File: src/rtl/mc_control.sv
// mc_control: multi-cycle processor control unit (Moore FSM).
//
// Sequences instruction fetch, decode, execute, memory access, write-back
// and branch resolution for a small multi-cycle datapath.
//
// Ports
//   clk          single clock, rising edge
//   reset_n      synchronous active-low reset
//   opcode       instruction bits [31:26] from the instruction register
//   funct        instruction bits [5:0]
//   zflag/nflag  registered ALU zero/negative status (used in BRANCH only)
//   mem_ready    memory access completes this cycle
//   pcwrite, irwrite, iord, memread, memwrite, regwrite, regdest,
//   memtoreg, alusrc, link           datapath strobes and selects
//   aluop        00 add, 01 subtract, 10 funct-decoded
//   pcsrc        00 ALU (PC+4), 01 branch target, 10 rs, 11 memory data
//   state        current FSM state code
//   illegal      undecoded instruction trapped
//
// Build option: define ILLEGAL_TRAP_EN to trap undecoded instructions in
// TRAP (held until reset). Without it they retire as a no-op and illegal=0.
//
// state  | meaning
// -------+--------------------------------------------------------------
// FETCH  | read instruction; wait for mem_ready, then load IR and PC+4
// DECODE | classify the freshly loaded instruction
// EXEC   | ALU operation / address computation
// MEM    | data memory access; held until mem_ready
// WB     | register file write-back
// BRANCH | resolve branch / jump, optional link write
// TRAP   | undecoded instruction, held until reset

module mc_control (
    input  logic       clk,
    input  logic       reset_n,
    input  logic [5:0] opcode,
    input  logic [5:0] funct,
    input  logic       zflag,
    input  logic       nflag,
    input  logic       mem_ready,
    output logic       pcwrite,
    output logic       irwrite,
    output logic       iord,
    output logic       memread,
    output logic       memwrite,
    output logic       regwrite,
    output logic       regdest,
    output logic       memtoreg,
    output logic       alusrc,
    output logic       link,
    output logic [1:0] aluop,
    output logic [1:0] pcsrc,
    output logic [3:0] state,
    output logic       illegal
);

    typedef enum logic [3:0] {
        S_FETCH  = 4'd0,
        S_DECODE = 4'd1,
        S_EXEC   = 4'd2,
        S_MEM    = 4'd3,
        S_WB     = 4'd4,
        S_BRANCH = 4'd5,
        S_TRAP   = 4'd6
    } state_t;

    typedef enum logic [3:0] {
        C_R, C_LW, C_SW, C_BEQ, C_BMN, C_BZ, C_BRZ, C_JMOR, C_JALM, C_BAD
    } iclass_t;

    function automatic iclass_t classify(input logic [5:0] op, input logic [5:0] fn);
        iclass_t c;
        case (op)
            6'b000000: begin
                case (fn)
                    6'b010010: c = C_BRZ;
                    6'b100001: c = C_JMOR;
                    default:   c = C_R;
                endcase
            end
            6'b100011: c = C_LW;
            6'b101011: c = C_SW;
            6'b000100: c = C_BEQ;
            6'b010101: c = C_BMN;
            6'b011000: c = C_BZ;
            6'b010011: c = C_JALM;
            default:   c = C_BAD;
        endcase
        return c;
    endfunction

    state_t     state_q;
    state_t     state_d;
    logic       in_reset_q;
    logic [5:0] op_q;
    logic [5:0] fn_q;
    iclass_t    cls_dec;
    iclass_t    cls_q;

    // DECODE steers on the live IR; later states use the copy captured in
    // DECODE so the IR may change underneath without affecting sequencing.
    assign cls_dec = classify(opcode, funct);
    assign cls_q   = classify(op_q, fn_q);

    // in_reset_q keeps every output low for the cycle following a reset edge
    // (FETCH would otherwise raise memread); FETCH proper starts after release.
    always_ff @(posedge clk) begin
        if (!reset_n) begin
            state_q    <= S_FETCH;
            in_reset_q <= 1'b1;
            op_q       <= 6'd0;
            fn_q       <= 6'd0;
        end else begin
            state_q    <= state_d;
            in_reset_q <= 1'b0;
            if (state_q == S_DECODE) begin
                op_q <= opcode;
                fn_q <= funct;
            end
        end
    end

    always_comb begin
        state_d  = state_q;
        pcwrite  = 1'b0;
        irwrite  = 1'b0;
        iord     = 1'b0;
        memread  = 1'b0;
        memwrite = 1'b0;
        regwrite = 1'b0;
        regdest  = 1'b0;
        memtoreg = 1'b0;
        alusrc   = 1'b0;
        link     = 1'b0;
        aluop    = 2'b00;
        pcsrc    = 2'b00;
        illegal  = 1'b0;

        if (in_reset_q) begin
            state_d = S_FETCH;
        end else begin
            case (state_q)
                S_FETCH: begin
                    memread = 1'b1;
                    if (mem_ready) begin
                        irwrite = 1'b1;
                        pcwrite = 1'b1;
                        state_d = S_DECODE;
                    end
                end

                S_DECODE: begin
                    case (cls_dec)
                        C_BEQ, C_BZ, C_BRZ: state_d = S_BRANCH;
`ifdef ILLEGAL_TRAP_EN
                        C_BAD:              state_d = S_TRAP;
`else
                        C_BAD:              state_d = S_FETCH;
`endif
                        default:            state_d = S_EXEC;
                    endcase
                end

                S_EXEC: begin
                    case (cls_q)
                        C_R: begin
                            aluop   = 2'b10;
                            state_d = S_WB;
                        end
                        C_LW, C_SW, C_BMN, C_JALM: begin
                            alusrc  = 1'b1;
                            state_d = S_MEM;
                        end
                        // ALU passes rs through as the memory address
                        C_JMOR:  state_d = S_MEM;
                        default: state_d = S_FETCH;
                    endcase
                end

                S_MEM: begin
                    case (cls_q)
                        C_LW: begin
                            memread = 1'b1;
                            iord    = 1'b1;
                            if (mem_ready) state_d = S_WB;
                        end
                        C_SW: begin
                            memwrite = 1'b1;
                            iord     = 1'b1;
                            if (mem_ready) state_d = S_FETCH;
                        end
                        C_BMN, C_JMOR, C_JALM: begin
                            memread = 1'b1;
                            if (mem_ready) state_d = S_BRANCH;
                        end
                        default: state_d = S_FETCH;
                    endcase
                end

                S_WB: begin
                    case (cls_q)
                        C_R: begin
                            regwrite = 1'b1;
                            regdest  = 1'b1;
                        end
                        C_LW: begin
                            regwrite = 1'b1;
                            memtoreg = 1'b1;
                        end
                        default: ;
                    endcase
                    state_d = S_FETCH;
                end

                S_BRANCH: begin
                    case (cls_q)
                        C_BEQ, C_BZ: begin
                            aluop   = 2'b01;
                            pcsrc   = 2'b01;
                            pcwrite = zflag;
                        end
                        C_BRZ: begin
                            pcsrc   = 2'b10;
                            pcwrite = zflag;
                        end
                        C_BMN: begin
                            pcsrc   = 2'b11;
                            pcwrite = nflag;
                        end
                        C_JMOR, C_JALM: begin
                            pcsrc    = 2'b11;
                            pcwrite  = 1'b1;
                            regwrite = 1'b1;
                            link     = 1'b1;
                            regdest  = (cls_q == C_JMOR);
                        end
                        default: ;
                    endcase
                    state_d = S_FETCH;
                end

                S_TRAP: begin
`ifdef ILLEGAL_TRAP_EN
                    illegal = 1'b1;
                    state_d = S_TRAP;
`else
                    state_d = S_FETCH;
`endif
                end

                default: state_d = S_FETCH;
            endcase
        end
    end

    assign state = state_q;

endmodule

File: config.mk
export PLATFORM = sky130hd
export DESIGN_NAME = mc_control
export DESIGN_NICKNAME = d
export VERILOG_FILES = /design/src/rtl/mc_control.sv
export SDC_FILE = /design/constraint.sdc
export NUM_CORES = 1
export LEC_CHECK = 0
export ABC_CLOCK_PERIOD_IN_PS = 1600
export BUFFER_PORTS_ARGS = -buffer_cell sky130_fd_sc_hd__clkbuf_2
export CAP_MARGIN = 15
export CORE_MARGIN = 2
export CORE_UTILIZATION = 46
export CTS_CLUSTER_DIAMETER = 30
export DETAILED_ROUTE_END_ITERATION = 8
export GPL_TIMING_DRIVEN = 0
export PLACE_DENSITY = 0.78
export SLEW_MARGIN = 40
export SYNTH_ARGS = -nofsm -noshare
export SYNTH_HDL_FRONTEND = slang
export SYNTH_SLANG_ARGS = --single-unit
File: constraint.sdc
create_clock -name clk -period 1.6 [get_ports clk]
set_clock_uncertainty 0.05 [all_clocks]
set_input_delay 0.32 -clock clk [delete_from_list [all_inputs] [get_ports clk]]
set_output_delay 0.32 -clock clk [all_outputs]
set_load 0.005 [all_outputs]
==> impl_metrics.yaml <==
detailed_routing:
  vias: 1506
  routed_wirelength_mm: 4.02
  dr.first_iter.drc_count: 109
  drc_errors: 0
  wl_per_cell_um: 15.6
  vias_per_cell: 5.86
  postRouteAntennaNets: 0
  first_pass_iters: 4
cts:
  clk_pin_slew_worst_paths_ns: 0.09
  clock-sinks: 16
  cts_tree: "done"
  clock_path_buffers: 2
  clk-insertion-delay-late_ns: 0.28
  cts-buffers-inserted: 3
  h-tree-depth: 1
  cts-root-buf: "clkbuf_4"
floorplan:
  initial_core_util_pct: 49.6
  fp.dieH_um: 56.4
  io_pins: 36
  num_rows: 18
  die_area_sq_um: 3180
  core_area_sq_um: 2540
  die_w_um: 56.4
logic_synthesis:
  yosysTopAreaCell: "dfxtp_1"
  synth.avg_cell_area_sq_um: 7.69
  synth_top_area_share_pct: 25.4
  synthFlopType: "dfxtp_1"
  ys_async_sr_fraction_pct: 0
  ys_seq_area_share_pct: 25.4
  ys_seq_elements: 16
  synth_cell_type_count: 51
  synth_edf_count: 0
  syn_inst: 164
  yosysWarnings: 0
  yosys-top-cells-count: "35 x nand2_1, 19 x a21oi_1, 16 x dfxtp_1"
  synthTopCellsByArea: "dfxtp_1 25%, nand2_1 10%, a21oi_1 7.5%"
  synth_area_sq_um: 1260
  synth_most_common_cell: "nand2_1"
global_routing:
  grtUsageTotal_pct: 22.8
  use_met3_pct: 2.76
  grt-busiest-layer: "met2"
  overflow: 0
  first_global_vias: 1351
  use_met2_pct: 41.5
  grt_util_met1_pct: 26.0
  grt_pass1_wl_mm: 5.82
  antenna_found_initial: 0
  grt_start_max_net_pins: 11
finish:
  drive_above_1_share_pct: 52.4
  syn_to_final_growth_pct: 50.6
  final_cells: 257
  diodes: 0
  fin_area_sq_um: 1900
  nets: 246
timing:
  finalMaxSlewViolations: 0
  fin_crit_ns: 2.22
  holdWs_ns: 0.223
  clock.fmax_ghz: 0.450
  rsz0062_at_grt: "true"
  post-route-period-util_pct: 139
  fin_ws_ns: -0.624
  setup_violations: 16
  finalSetupTns_ns: -6.70
  hold_viol_final: 0
placed_design:
  portBuffers: 33
  hpwl_mm: 2.41
  finalWeightedCongestion: 0.813
  placed_cell_area_sq_um: 1480
  dp_cells: 228
  pre_cts_slack_ns: -0.383
critical_path:
  reg2reg_slack_ns: -0.22
  worstPathCellList: "buf_6 > nor3b_1 > o21ai_4 > buf_4 > buf_4 > a31oi_1 > a21o_1 > clkbuf_2"
  rr_worst_depth: 8
  start_kind: "register"
  cp_common_cell: "buf_4"
  worstReg2RegEnd: "state[0]"
  crit_type: "register to output pin"
  cp_data_required_time_ns: 1.23
  crit-reg2reg-launch: "op_q[4]"
  cp_data_arrival_time_ns: 1.85
  end_kind: "output pin"
  cp_max_fo: 5
  slowest_stage: "dfxtp_2"
  cpPeakStageDelay_ns: 0.34
min_path:
  hold_class: "primary input to register"
  hold_end: "fn_q[5]"
  hold_depth: 3
  hp-start: "funct[5]"
power_and_ir_drop:
  power.density_nw_per_um2: 476
  p_leak_nw: 0.804
  peakVddDrop_mv: 0.377
run:
  maxCapViolations: 0
outcome:
  outcome: "finished with violations"
  violations: "setup timing"
how the worst max path moves through the flow:
stage | depth (start not counted) | slack [ns] | endpoint | from
floorplan | 6 | -0.14 | regwrite | op_q[2]
global placement | 7 | -0.36 | regwrite | op_q[2]
CTS | 7 | -0.61 | regwrite | op_q[1]
detailed placement | 7 | -0.38 | regwrite | op_q[2]
global route | 8 | -0.72 | pcwrite | op_q[2]
finish | 8 | -0.62 | pcwrite | op_q[2]
worst max-delay path: cells and delay by family, from the launching register on:
family | cells | cell delay, ns
and+or+nand+nor | 1 | 0.33
DFF | 1 | 0.34
AOI/OAI and AO/OA | 3 | 0.41
buffers and inverters | 4 | 0.50
routing by layer:
layer / vias to the layer above / wire length, um
li1: 728 / -
met1: 690 / 1680
met2: 76 / 2010
met3: 12 / 205
met4: 0 / 126
met5: - / 0
metrics by stage:
stage | power [W] | utilization (%)
global placement | 0.000624 | 58.1
floorplan | 0.000567 | -
detailed placement | 0.000632 | 58.1
CTS | 0.000870 | 67.7
finish | 0.000904 | 74.6
global route | 0.000945 | 74.6
final cells by class:
type	count	area [sq um]
Inverter	6	22.5
Tap cell	30	37.5
Buffer	9	77.6
Fill cell	174	646
Clock buffer	3	22.5
Sequential cell	16	342
Multi-Input combinational cell	132	1000
Timing Repair Buffer	61	395
logic make-up after synthesis:
| group | count (synthesis) | synth area share (%) |
|---|---|---|
| and+or+nand+nor | 83 | 38.2 |
| AOI/OAI and AO/OA | 44 | 26.2 |
| buffers and inverters | 17 | 7.74 |
| DFF | 16 | 25.4 |
| xor gates and xnor gates | 2 | 1.39 |
| adders and majority gates | 1 | 0.794 |
| other | 1 | 0.297 |
timing repair:
item / 4_1_cts / 5_1_grt
setup endpoints to repair: 26 / 27
pin swaps: 13 / 24
setup buffers: 12 / 16
resized for setup: 32 / 31
gates cloned: 1 / 0
hold buffers: 0 / 0
layout by cell type (no fill, tap or decap), drive strengths merged, types with 4 or more instances in the layout:
cell / count
inv: 6
clkbuf: 34
a21oi: 20
nand4: 5
a31oi: 4
nand2: 35
nor3: 9
nor2: 9
dfxtp: 16
buf: 39
registers in the layout, summed over array words and instances (netlist names):
name and count:
state 3, op_q 6, fn_q 6, in_reset_q 1
report_power, final:
group / switching, W / internal, W
clock network: 0.000113 / 0.0000873
logic: 0.000142 / 0.000129
registers: 0.0000226 / 0.000410
total: 0.000278 / 0.000626
No activity file was read; power rests on OpenSTA's default activity.
